--- src/rtl/pc_pkg.sv ---
// Shared opcode definitions for the program-counter / return-stack unit.
package pc_pkg;

  localparam int unsigned OP_W = 3;

  // PC_FS operation codes; codes 6 and 7 are reserved and behave as hold.
  typedef enum logic [OP_W-1:0] {
    OP_HOLD   = 3'b000,
    OP_INC    = 3'b001,
    OP_BRANCH = 3'b010,
    OP_JUMP   = 3'b011,
    OP_CALL   = 3'b100,
    OP_RET    = 3'b101,
    OP_RSVD6  = 3'b110,
    OP_RSVD7  = 3'b111
  } pc_op_e;

endpackage

--- src/rtl/ras_stack.sv ---
// Return-address stack: LIFO storage with occupancy count and full/empty flags.
// Entry contents are not reset; only the occupancy count is.
module ras_stack #(
  parameter int unsigned WIDTH = 32,
  parameter int unsigned DEPTH = 8
) (
  input  logic                       clock,
  input  logic                       reset,
  input  logic                       push,
  input  logic                       pop,
  input  logic [WIDTH-1:0]           din,
  output logic [WIDTH-1:0]           top,
  output logic [$clog2(DEPTH):0]     count,
  output logic                       full,
  output logic                       empty
);

  localparam int unsigned AW = $clog2(DEPTH);
  localparam int unsigned CW = AW + 1;

  logic [WIDTH-1:0] mem [DEPTH];
  logic [AW-1:0]    wr_idx;
  logic [AW-1:0]    rd_idx;
  logic [CW-1:0]    count_dec;

  assign count_dec = count - CW'(1);
  assign wr_idx    = count[AW-1:0];
  assign rd_idx    = count_dec[AW-1:0];
  assign top       = mem[rd_idx];
  assign full      = (count == CW'(DEPTH));
  assign empty     = (count == '0);

  // Write the pushed value into the next free slot.
  always_ff @(posedge clock) begin
    if (push && !full) begin
      mem[wr_idx] <= din;
    end
  end

  // Track occupancy; push and pop are never requested together by the caller.
  always_ff @(posedge clock or posedge reset) begin
    if (reset) begin
      count <= '0;
    end else if (push && !full) begin
      count <= count + CW'(1);
    end else if (pop && !empty) begin
      count <= count_dec;
    end
  end

endmodule

--- src/rtl/pc_stack_unit.sv ---
// Program counter with increment, relative branch, absolute jump, and
// call/return through a return-address stack, plus sticky stack error flags.
module pc_stack_unit
  import pc_pkg::*;
#(
  parameter int unsigned      WIDTH        = 32,
  parameter int unsigned      SHIFT        = 2,
  parameter int unsigned      DEPTH        = 8,
  parameter logic [WIDTH-1:0] RESET_VECTOR = '0
) (
  input  logic                   clock,
  input  logic                   reset,
  input  logic                   en,
  input  logic [2:0]             PC_FS,
  input  logic [WIDTH-1:0]       offset,
  input  logic [WIDTH-1:0]       in_addr,
  input  logic                   err_clear,
  output logic [WIDTH-1:0]       PC_out,
  output logic [WIDTH-1:0]       PC_next_seq,
  output logic [$clog2(DEPTH):0] stack_count,
  output logic                   stack_full,
  output logic                   stack_empty,
  output logic                   overflow,
  output logic                   underflow
);

  localparam logic [WIDTH-1:0] ALL_ONES   = '1;
  localparam logic [WIDTH-1:0] ALIGN_MASK = ALL_ONES << SHIFT;
  localparam logic [WIDTH-1:0] STEP       = WIDTH'(1) << SHIFT;

  pc_op_e           op;
  logic [WIDTH-1:0] pc_next;
  logic [WIDTH-1:0] target;
  logic [WIDTH-1:0] stack_top;
  logic             push;
  logic             pop;
  logic             ovf_set;
  logic             unf_set;

  assign op          = pc_op_e'(PC_FS);
  assign target      = in_addr & ALIGN_MASK;
  assign PC_next_seq = PC_out + STEP;

  ras_stack #(
    .WIDTH (WIDTH),
    .DEPTH (DEPTH)
  ) u_ras (
    .clock (clock),
    .reset (reset),
    .push  (push),
    .pop   (pop),
    .din   (PC_next_seq),
    .top   (stack_top),
    .count (stack_count),
    .full  (stack_full),
    .empty (stack_empty)
  );

  // Decode the operation into the next PC, stack requests and error events.
  always_comb begin
    pc_next = PC_out;
    push    = 1'b0;
    pop     = 1'b0;
    ovf_set = 1'b0;
    unf_set = 1'b0;
    if (en) begin
      unique case (op)
        OP_INC:    pc_next = PC_next_seq;
        OP_BRANCH: pc_next = PC_out + (offset << SHIFT);
        OP_JUMP:   pc_next = target;
        OP_CALL: begin
          if (stack_full) begin
            ovf_set = 1'b1;
          end else begin
            push    = 1'b1;
            pc_next = target;
          end
        end
        OP_RET: begin
          if (stack_empty) begin
            unf_set = 1'b1;
          end else begin
            pop     = 1'b1;
            pc_next = stack_top;
          end
        end
        default: pc_next = PC_out;
      endcase
    end
  end

  // Program counter register.
  always_ff @(posedge clock or posedge reset) begin
    if (reset) begin
      PC_out <= RESET_VECTOR;
    end else begin
      PC_out <= pc_next;
    end
  end

  // Sticky error flags: a new error beats a simultaneous clear; clear ignores en.
  always_ff @(posedge clock or posedge reset) begin
    if (reset) begin
      overflow  <= 1'b0;
      underflow <= 1'b0;
    end else begin
      if (ovf_set)        overflow <= 1'b1;
      else if (err_clear) overflow <= 1'b0;
      if (unf_set)        underflow <= 1'b1;
      else if (err_clear) underflow <= 1'b0;
    end
  end

endmodule

--- config.mk ---
export PLATFORM = sky130hd
export DESIGN_NAME = pc_stack_unit
export DESIGN_NICKNAME = d
export VERILOG_FILES = /design/src/rtl/pc_pkg.sv /design/src/rtl/ras_stack.sv /design/src/rtl/pc_stack_unit.sv
export SDC_FILE = /design/constraint.sdc
export NUM_CORES = 1
export LEC_CHECK = 0
export BUFFER_PORTS_ARGS = -buffer_cell sky130_fd_sc_hd__buf_2
export CAP_MARGIN = 10
export CORE_MARGIN = 2
export CORE_UTILIZATION = 50
export CTS_BUF_LIST = sky130_fd_sc_hd__clkbuf_4 sky130_fd_sc_hd__clkbuf_8
export DETAILED_ROUTE_END_ITERATION = 7
export PLACE_DENSITY = 0.69
export SYNTH_ARGS = -nofsm -noshare
export SYNTH_HDL_FRONTEND = slang
export SYNTH_SLANG_ARGS = --single-unit
--- constraint.sdc ---
create_clock -name clock -period 7.1 [get_ports clock]
set_clock_uncertainty 0.05 [all_clocks]
set_input_delay 0.355 -clock clock [delete_from_list [all_inputs] [get_ports clock]]
set_output_delay 0.355 -clock clock [all_outputs]
set_load 0.01 [all_outputs]
==> summary.md, run 1 <==
| Metric | Value |
|---|---|
| Outcome | `finished clean` |
| Cell with the most instances after synthesis | `edfxtp_1` |
| Area Overhead vs Synth | `15.4%` |
| Setup violators final | `0` |
| Dpl cell area | `15200 µm²` |
| Hold_ws | `0.0316 ns` |
| Crit-path max cell delay | `0.99 ns` |
| Pin count of the biggest net entering global routing | `39` |
| First-pass GRT wire length | `56300 µm` |
| Via density | `6.10` |
| DP HPWL | `23700 µm` |
| Diode count | `0` |
| Post-synth top area share | `54.8%` |
| TritonRoute pass-1 iters | `7` |
| Post-CTS Setup Inserts | `0` |
| Hold Path Origin | `err_clear` |
| Vias in the first global route | `9481` |
| CTS sink cnt | `294` |
| GPL Wtd Cong | `0.877` |
| DR vias | `9727` |
| R2R cell count | `9` |
| Crit path capture type | `register` |
| Max Root-Sink Buffers | `3` |
| Slowest cell on the critical path | `ha_2` |
| Worst reg2reg endpoint | `PC_out[23]` |
| Mapped Nets | `1124` |
| Fmax | `238 MHz` |
| Final Critical Period | `4.21 ns` |
| DP Worst Slack | `2.86 ns` |
| Min-Delay Path Depth | `3` |
| Slew headroom | `23.4%` |
| Flop2flop setup slack | `2.89 ns` |
| Rows | `61` |
| Synth area leader | `edfxtp_1` |
| Max FO, Critical Path | `36` |
| Worst R2R Start | `u_ras.count[0]` |
| Largest cells by area after synthesis | `edfxtp_1 55%, mux4_2 10%, dfrtp_1 6.8%` |
| Total power | `6.71 mW` |
| Gr ovfl total | `0` |
| Mapped Cells | `1020` |
| Delay-heaviest family, CP | `adder cells` |
| Sequential share of the synthesized area | `61.6%` |
| Post-placement cell count | `1506` |
| Top FF cell, synth | `edfxtp_1` |
| CTS tree | `done` |
| CTS H-tree lvls | `2` |
| TritonCTS buffer count | `48` |
| Die area | `29400 µm²` |
| Yosys cell types | `68` |
| IO Pins | `143` |
| DRT iter0 DRCs | `1021` |
| Design area | `16200 µm²` |
| Hold EP | `overflow` |
| Initial Util | `50.6%` |
| CP cell instances | `inv_1 > ha_2 > buf_4 > mux4_2 > nand2_1 > a21oi_1 > a211oi_1 > o21ai_0 > a22o_1` |
| Die Width | `172 µm` |
| Total Wirelength | `37800 µm` |
| Final worst slack | `2.89 ns` |
| Core area | `27700 µm²` |
| Clock Pin Slew Worst Setup and Hold Paths | `0.06 ns` |
| Hold Vio Cnt, Final | `0` |
| Netlist Area Pre-Place | `14000 µm²` |
| # DRC | `0` |
| Avg Cell Area, Syn | `13.8 µm²` |
| Worst path bufs/invs | `2` |
| Root buf cell | `clkbuf_8` |
| Leak | `5.91 nW` |
| Slew @ Worst Pin | `1.15 ns` |
| Period utilization | `59.3%` |
| Worst Hold Class | `primary input to register` |
| Wire per inst | `23.7 µm` |
| #FFs+latches synth | `294` |
| Die H | `172 µm` |
| Worst setup SP type | `register` |
| Critical path type | `register to register` |
| Crit path DAT | `4.64 ns` |
| GRT Resource Usage Total | `26.0%` |
| Initial antenna violation count | `0` |
| Fin util | `58.4%` |
| Synth warn | `0` |
| Clk_lat worst skew | `0.58 ns` |
| Slew Viols, Final | `0` |
| Required time worst endpoint | `7.53 ns` |
| Peak VDD IR | `0.394 mV` |
| Asr flop ratio synth | `12.9%` |
| Non-filler cells, final | `1594` |
| Remaining antenna violation count | `0` |
| Number of synthesized flops with an enable pin | `256` |
| Setup TNS | `0 ns` |
| Nets@finish | `1283` |
| Synth cell count leaders | `256 x edfxtp_1, 106 x nand2_1, 67 x a21oi_1` |
| Share of cells above drive strength 1 | `27.3%` |
| Port buffer count | `138` |
| Pwr/cell area | `415 nW/µm²` |
| Number of max-cap violations | `0` |
| RSZ-0062 raised after global routing | `no` |
[how the worst max path moves through the flow]
stage	depth (start not counted)	slack, ns	start	end
after floorplan	9	1.24	u_ras.count[0]	u_ras.mem[0][0]
after global placement	9	2.87	u_ras.count[0]	PC_out[23]
after detailed placement	9	2.86	u_ras.count[0]	PC_out[23]
after CTS	9	2.85	u_ras.count[0]	PC_out[23]
after global routing	9	2.63	u_ras.count[0]	PC_out[23]
final	9	2.89	u_ras.count[0]	PC_out[23]
[logic make-up after synthesis]
group           synth area share (%)
compound gates                  10.3
xor+xnor                        3.31
fa+ha+maj                       3.00
buf+inv                         2.34
flops                           61.6
mux                             11.1
simple gates                    8.43
[placed cells by master (no fill, tap or decap), drive strengths merged, types with 5 or more instances in the layout]
master    n
nand2b   10
or3       5
nor2     66
o21bai    7
clkbuf   75
mux4     64
inv      34
mux2i    11
a31oi    19
nand2   107
and3      5
dfrtp    38
nand4     7
a211oi    5
nor3     21
ha       32
a221oi   16
xnor2    33
edfxtp  256
a21o      7
a21oi    68
xor2     20
nand3    17
o22ai     9
buf     157
clkinv    8
o21ai    56
[state kept, by name (all words and copies together), names as in the netlist]
register,flops
underflow,1
overflow,1
PC_out,32
u_ras.mem,256
u_ras.count,4
[cell type report]
cell class / count / area (µm²)
clock buffer: 75 / 870
clock inverter: 12 / 92.6
inverter: 32 / 120
timing repair buffer: 158 / 843
fill: 2219 / 11500
multi-input combinational: 645 / 5150
tap: 378 / 473
sequential: 294 / 8640
[routing by layer]
metal	global-route usage [%]	up-vias	wire length, µm
met2	42.4	459	18200
li1	-	4287	-
met1	36.3	4920	15700
met3	4.60	61	3040
met5	0	-	0
met4	7.30	0	841
[timing repair]
action,CTS,global route
endpoints found under the hold margin,38,0
gates resized for setup,0,0
hold buffers,1,0
[where the power goes]
group	total [mW]	internal, mW	switching (mW)	leakage [nW]
sequential	2.49	2.22	0.275	2.77
clock	1.49	0.817	0.670	0.519
combinational	2.74	1.14	1.59	2.63
[worst reg2reg max path: stages (launching register included)]
cell and delay [ns]:
dfrtp_4 0.91, inv_1 0.21, ha_2 0.99, buf_4 0.59
mux4_2 0.42, nand2_1 0.08, a21oi_1 0.07, a211oi_1 0.39
o21ai_0 0.15, a22o_1 0.25
No activity file was read; power rests on OpenSTA's default activity.
==> inputs of run 2 (changes only) <==
==> constraint.sdc (replaced) <==
create_clock -name clock -period 4 [get_ports clock]
set_clock_uncertainty 0.05 [all_clocks]
set_input_delay 0.2 -clock clock [delete_from_list [all_inputs] [get_ports clock]]
set_output_delay 0.2 -clock clock [all_outputs]
set_load 0.01 [all_outputs]
==> run 2 against run 1 <==
Effect of this change: cell count is 2.1% higher; utilization is 1.4 points higher; design area is 2.5% higher; wire length is 1.5% higher; via count is 0.78% higher; clock-buffer cell count is 12 lower; combinational power is 86% higher; die area stayed put; clock power is 79% higher; non-clock buffer count is 31 higher; worst hold slack worse by 0.020 ns.
==> summary.md, run 2 (same netlist as run 1, synthesis figures left out) <==
| Metric | Value |
|---|---|
| Outcome | `finished clean` |
| Worst Hold Class | `primary input to register` |
| Commonest non-fill, non-tap cell in the layout | `edfxtp_1` |
| Total power | `12.1 mW` |
| # DRC | `0` |
| Slew headroom | `27.0%` |
| Clk_lat worst skew | `0.57 ns` |
| Sequential cell area | `8640 µm²` |
| First-pass GRT wire length | `56800 µm` |
| Worst setup SP type | `register` |
| CTS H-tree lvls | `2` |
| Slowest cell on the critical path | `xnor2_1` |
| Pwr/cell area | `732 nW/µm²` |
| Required time worst endpoint | `3.75 ns` |
| TritonCTS buffer count | `48` |
| Gr ovfl total | `0` |
| Port buffer count | `138` |
| Met1 usage | `37.4%` |
| Most frequent cells in the layout | `256 x edfxtp_1, 138 x buf_2, 106 x nand2_1` |
| Wire per inst | `23.6 µm` |
| Vias in the first global route | `9434` |
| Via density | `6.02` |
| Hold Path Origin | `in_addr[14]` |
| Crit path capture type | `output pin` |
| Clock Pin Slew Worst Setup and Hold Paths | `0.06 ns` |
| Pin count of the biggest net entering global routing | `51` |
| Crit path DAT | `3.56 ns` |
| Leak | `6.10 nW` |
| Regs by FF count | `u_ras.mem: 256 flops, PC_out: 32 flops, u_ras.count: 4 flops` |
| Critical path type | `register to output pin` |
| Root buf cell | `clkbuf_8` |
| Final worst slack | `0.193 ns` |
| Worst path bufs/invs | `1` |
| Max FO, Critical Path | `9` |
| Number of max-cap violations | `0` |
| Period utilization | `95.2%` |
| Max Root-Sink Buffers | `3` |
| Initial antenna violation count | `2` |
| Die Width | `172 µm` |
| Die area | `29400 µm²` |
| Delay-heaviest family, CP | `simple AND/OR/NAND/NOR gates` |
| Filler cell count in the final layout | `2201` |
| CP cell instances | `ha_1 > nand2_1 > or3_1 > nor3_4 > and2_4 > nand2_1 > xnor2_1 > buf_2` |
| Initial Util | `50.6%` |
| Reg with most FFs | `u_ras.mem` |
| Area Overhead vs Synth | `18.2%` |
| Met3 GRT Util | `4.88%` |
| RSZ-0062 raised after global routing | `no` |
| Die H | `172 µm` |
| Nets@finish | `1314` |
| Core area | `27700 µm²` |
| Share of cells above drive strength 1 | `27.5%` |
| Hold Vio Cnt, Final | `0` |
| GRT Resource Usage Total | `26.2%` |
| Worst setup path start | `PC_out[2]` |
| Post-CTS Setup Inserts | `0` |
| Peak VDD IR | `0.570 mV` |
| CTS tree | `done` |
| DR vias | `9803` |
| Remaining antenna violation count | `0` |
| Crit-path max cell delay | `0.65 ns` |
| Total Wirelength | `38400 µm` |
| IO Pins | `143` |
| Setup violators final | `0` |
| DP Worst Slack | `0.629 ns` |
| Fin util | `59.9%` |
| CTS sink cnt | `294` |
| Rows | `61` |
| TritonRoute pass-1 iters | `5` |
| CP most frequent cell | `nand2_1` |
| Met2 Resource Use GR | `41.4%` |
| DRT iter0 DRCs | `1001` |
| Final Critical Period | `3.81 ns` |
| Multi-input gate area | `5200 µm²` |
| Busiest layer in global routing | `met2` |
| Fmax | `263 MHz` |
| Largest register FFs | `256` |
| Worst R2R Start | `PC_out[2]` |
| Slew @ Worst Pin | `1.09 ns` |
| DP HPWL | `24400 µm` |
| GPL Wtd Cong | `0.894` |
| Slew Viols, Final | `0` |
==> run 2: changes by cell type in the layout (fill, tap and decap cells not counted), moves of 2 or more <==
cell           change
clkbuf_4          -18
clkinv_2           +8
clkinv_1           +6
nor3_2             -4
dlygate4sd3_1     +18
buf_4             +10
clkbuf_8           +6
buf_12             +3
nor3_4             +4
xor2_2             +2
xor2_1             -2
==> run 2: worst reg2reg max path, stage by stage, from the launching register on <==
cell and delay [ns]:
dfrtp_1 0.44, ha_1 0.25, inv_1 0.07, fa_1 0.40
nand2b_1 0.18, a21oi_1 0.23, o211a_1 0.24, o21ai_1 0.15
o31a_1 0.39, o211ai_1 0.23, nand2_1 0.10, and4b_1 0.20
or3_1 0.36
==> run 2: path summary, 6_finish.rpt <==
check | to | slack, ns | cells past startpoint
hold / removal | PC_out[14] | 0.01 | 5
setup reg to reg | PC_out[28] | 0.60 | 12
hold reg to reg | underflow | 0.48 | 1
min in group asynchronous | PC_out[18] | 0.17 | 3
setup / recovery | PC_next_seq[24] | 0.19 | 8
max in group asynchronous | u_ras.count[0] | 2.91 | 4
==> run 2: metrics by stage <==
step | hold WS [ns] | area [µm²] | cells | setup TNS, ns
after global placement | 0.213 | 15400 | 1519 | 0
after detailed placement | 0.218 | 15400 | 1519 | 0
after floorplan | 0.312 | 14100 | 1020 | -16.47
after global routing | 0.0142 | 16600 | 1627 | 0
final | 0.0120 | 16600 | 1628 | 0
after CTS | 0.000842 | 16600 | 1627 | 0
==> run 2: per-layer routing <==
| layer | vias up | wire length, µm |
|---|---|---|
| li1 | 4342 | - |
| met1 | 4817 | 15600 |
| met2 | 570 | 18300 |
| met3 | 72 | 3640 |
| met4 | 2 | 855 |
| met5 | - | 13 |
==> run 2: where the power goes <==
part | switching, mW | internal, mW | leakage [nW] | total (mW)
clock network | 1.20 | 1.47 | 0.523 | 2.67
logic | 2.97 | 2.14 | 2.81 | 5.11
registers | 0.433 | 3.93 | 2.77 | 4.37
==> run 2: layout make-up <==
| cell class | count | share of cell area, % |
|---|---|---|
| well taps | 378 | 2.85 |
| clock inverters | 26 | 1.04 |
| clock buffers | 63 | 4.93 |
| repair buffers | 189 | 6.98 |
| diodes | 1 | 0.0151 |
| flip-flops and latches | 294 | 52.1 |
| inverters | 32 | 0.724 |
| multi-input cells | 645 | 31.4 |
==> run 2: repair_timing <==
action                                 4_1_cts  5_1_grt
endpoints found under the hold margin       33        0
hold buffers                                19        0
setup endpoints to repair                    0        3
resized for setup                            0        3
==> inputs of run 3 (changes only) <==
==> constraint.sdc (replaced) <==
create_clock -name clock -period 4 [get_ports clock]
set_clock_uncertainty 0.05 [all_clocks]
set_input_delay 0.4 -clock clock [delete_from_list [all_inputs] [get_ports clock]]
set_output_delay 0.4 -clock clock [all_outputs]
set_load 0.01 [all_outputs]
==> run 3 against run 2 <==
Effect of this change: cell count is 0.68% lower; largest power group unchanged; non-clock buffer count is 12 lower; critical path depth is 3 lower; total power hardly changed; clock-buffer cell count stayed put; setup slack worse by 0.035 ns; combinational power hardly changed.
==> summary.md, run 3 (same netlist as run 1, synthesis figures left out) <==
| Metric | Value |
|---|---|
| Clk_lat worst skew | `0.57 ns` |
| Required time worst endpoint | `3.55 ns` |
| # DRC | `0` |
| Period utilization | `96.0%` |
| IO Pins | `143` |
| Max Root-Sink Buffers | `3` |
| Sequential cell area | `8640 µm²` |
| Vias in the first global route | `9393` |
| Final Critical Period | `3.84 ns` |
| Slew Viols, Final | `0` |
| Regs by FF count | `u_ras.mem: 256 flops, PC_out: 32 flops, u_ras.count: 4 flops` |
| CP cell instances | `nand3_1 > nor3_1 > nand4b_1 > xnor2_1 > buf_2` |
| Stages on the worst setup path | `5` |
| TritonRoute pass-1 iters | `5` |
| Max FO, Critical Path | `9` |
| First-pass GRT wire length | `56200 µm` |
| Worst setup SP type | `register` |
| Delay-heaviest family, CP | `simple AND/OR/NAND/NOR gates` |
| Outcome | `finished clean` |
| DRT iter0 DRCs | `1043` |
| Share of cells above drive strength 1 | `28.5%` |
| Via density | `6.02` |
| Remaining antenna violation count | `0` |
| Crit path capture type | `output pin` |
| Slew @ Worst Pin | `1.05 ns` |
| Die Width | `172 µm` |
| Flop2flop setup slack | `0.61 ns` |
| Total Wirelength | `37900 µm` |
| Crit-path max cell delay | `0.79 ns` |
| Die area | `29400 µm²` |
| Slew headroom | `29.8%` |
| Post-CTS Setup Inserts | `0` |
| Hold Vio Cnt, Final | `0` |
| Hold EP | `overflow` |
| Leak | `6.08 nW` |
| Pin count of the biggest net entering global routing | `72` |
| Most frequent cells in the layout | `256 x edfxtp_1, 138 x buf_2, 106 x nand2_1` |
| Min-Delay Path Depth | `3` |
| Root buf cell | `clkbuf_8` |
| Core area | `27700 µm²` |
| Port buffer count | `138` |
| Clock Pin Slew Worst Setup and Hold Paths | `0.06 ns` |
| DP Worst Slack | `0.618 ns` |
| GRT Resource Usage Total | `25.9%` |
| Filler cell count in the final layout | `2177` |
| Worst R2R Start | `PC_out[2]` |
| R2R cell count | `12` |
| Final worst slack | `0.158 ns` |
| Hold_ws | `0.0911 ns` |
| RSZ-0062 raised after global routing | `no` |
| Rows | `61` |
| DR vias | `9738` |
| Hold Path Origin | `err_clear` |
| Commonest non-fill, non-tap cell in the layout | `edfxtp_1` |
| DP HPWL | `24400 µm` |
| Die H | `172 µm` |
| CTS H-tree lvls | `2` |
| Initial antenna violation count | `3` |
| Reg with most FFs | `u_ras.mem` |
| Worst path bufs/invs | `1` |
| Peak VDD IR | `0.677 mV` |
| Fmax | `260 MHz` |
| Number of max-cap violations | `0` |
| Worst Hold Class | `primary input to register` |
| CTS sink cnt | `294` |
| TritonCTS buffer count | `48` |
| Worst reg2reg endpoint | `PC_out[28]` |
| CTS tree | `done` |
| Nets@finish | `1302` |
| Area Overhead vs Synth | `17.6%` |
| Crit path DAT | `3.39 ns` |
| Multi-input gate area | `5190 µm²` |
| Pwr/cell area | `736 nW/µm²` |
| Setup violators final | `0` |
| Critical path type | `register to output pin` |
| Gr ovfl total | `0` |
| Initial Util | `50.6%` |
| Slowest cell on the critical path | `xnor2_1` |
| Largest register FFs | `256` |
| Wire per inst | `23.5 µm` |
| GPL Wtd Cong | `0.874` |
## run 3: layout make-up
type	count	area share, %
sequential	294	52.4
multi-input combinational	645	31.5
timing repair buffer	177	6.51
clock buffer	63	4.88
tap	378	2.87
clock inverter	27	1.12
inverter	32	0.728
antenna	1	0.0152
## run 3: timing repair
action                     CTS  global route
setup endpoints to repair    0             2
hold buffers                 1             0
resized for setup            0             2
hold endpoints to repair    16             0
## run 3: worst max path at each step
stage,start,slack (ns),end
after global routing,PC_out[4],0.03,PC_next_seq[23]
final,PC_out[4],0.16,PC_next_seq[23]
after floorplan,u_ras.count[0],-0.16,u_ras.mem[1][0]
after detailed placement,offset[0],0.62,PC_out[28]
after CTS,PC_out[2],0.11,PC_next_seq[28]
after global placement,offset[0],0.62,PC_out[28]
## run 3: worst reg2reg max path: stages, from the launching register on
cell and delay [ns]:
dfrtp_1 0.44, ha_1 0.26, inv_1 0.07, fa_1 0.40, nand2b_1 0.18, a21oi_1 0.22, o211a_1 0.23, o21ai_1 0.17
o31a_1 0.40, o211ai_1 0.22, nand2_1 0.08, and4b_1 0.19, or3_1 0.36
## run 3: where the power goes
part           switching [mW]  internal (mW)  leakage (nW)  total (mW)
sequential              0.418           3.93          2.77        4.35
combinational            2.97           2.15          2.78        5.12
clock                    1.22           1.46         0.530        2.67
## run 3: routing by layer
metal,track usage (%),routed length [µm],vias up,part of all wire (%)
li1,-,-,4331,-
met1,36.6,16100,4854,42
met2,41.2,17800,484,47
met3,5.34,3260,65,8.6
met4,7.11,788,4,2.1
met5,0,21,-,0.055
## run 3: per-stage QoR
stage	utilization (%)	power [mW]	std cells	instance area (µm²)	TNS, ns
after global placement	55.9	9.42	1525	15500	0
after global routing	59.5	12.8	1616	16500	0
after CTS	59.5	12.2	1616	16500	0
after floorplan	-	7.82	1020	14100	-16.47
final	59.5	12.1	1617	16500	0
after detailed placement	55.9	9.51	1525	15500	0
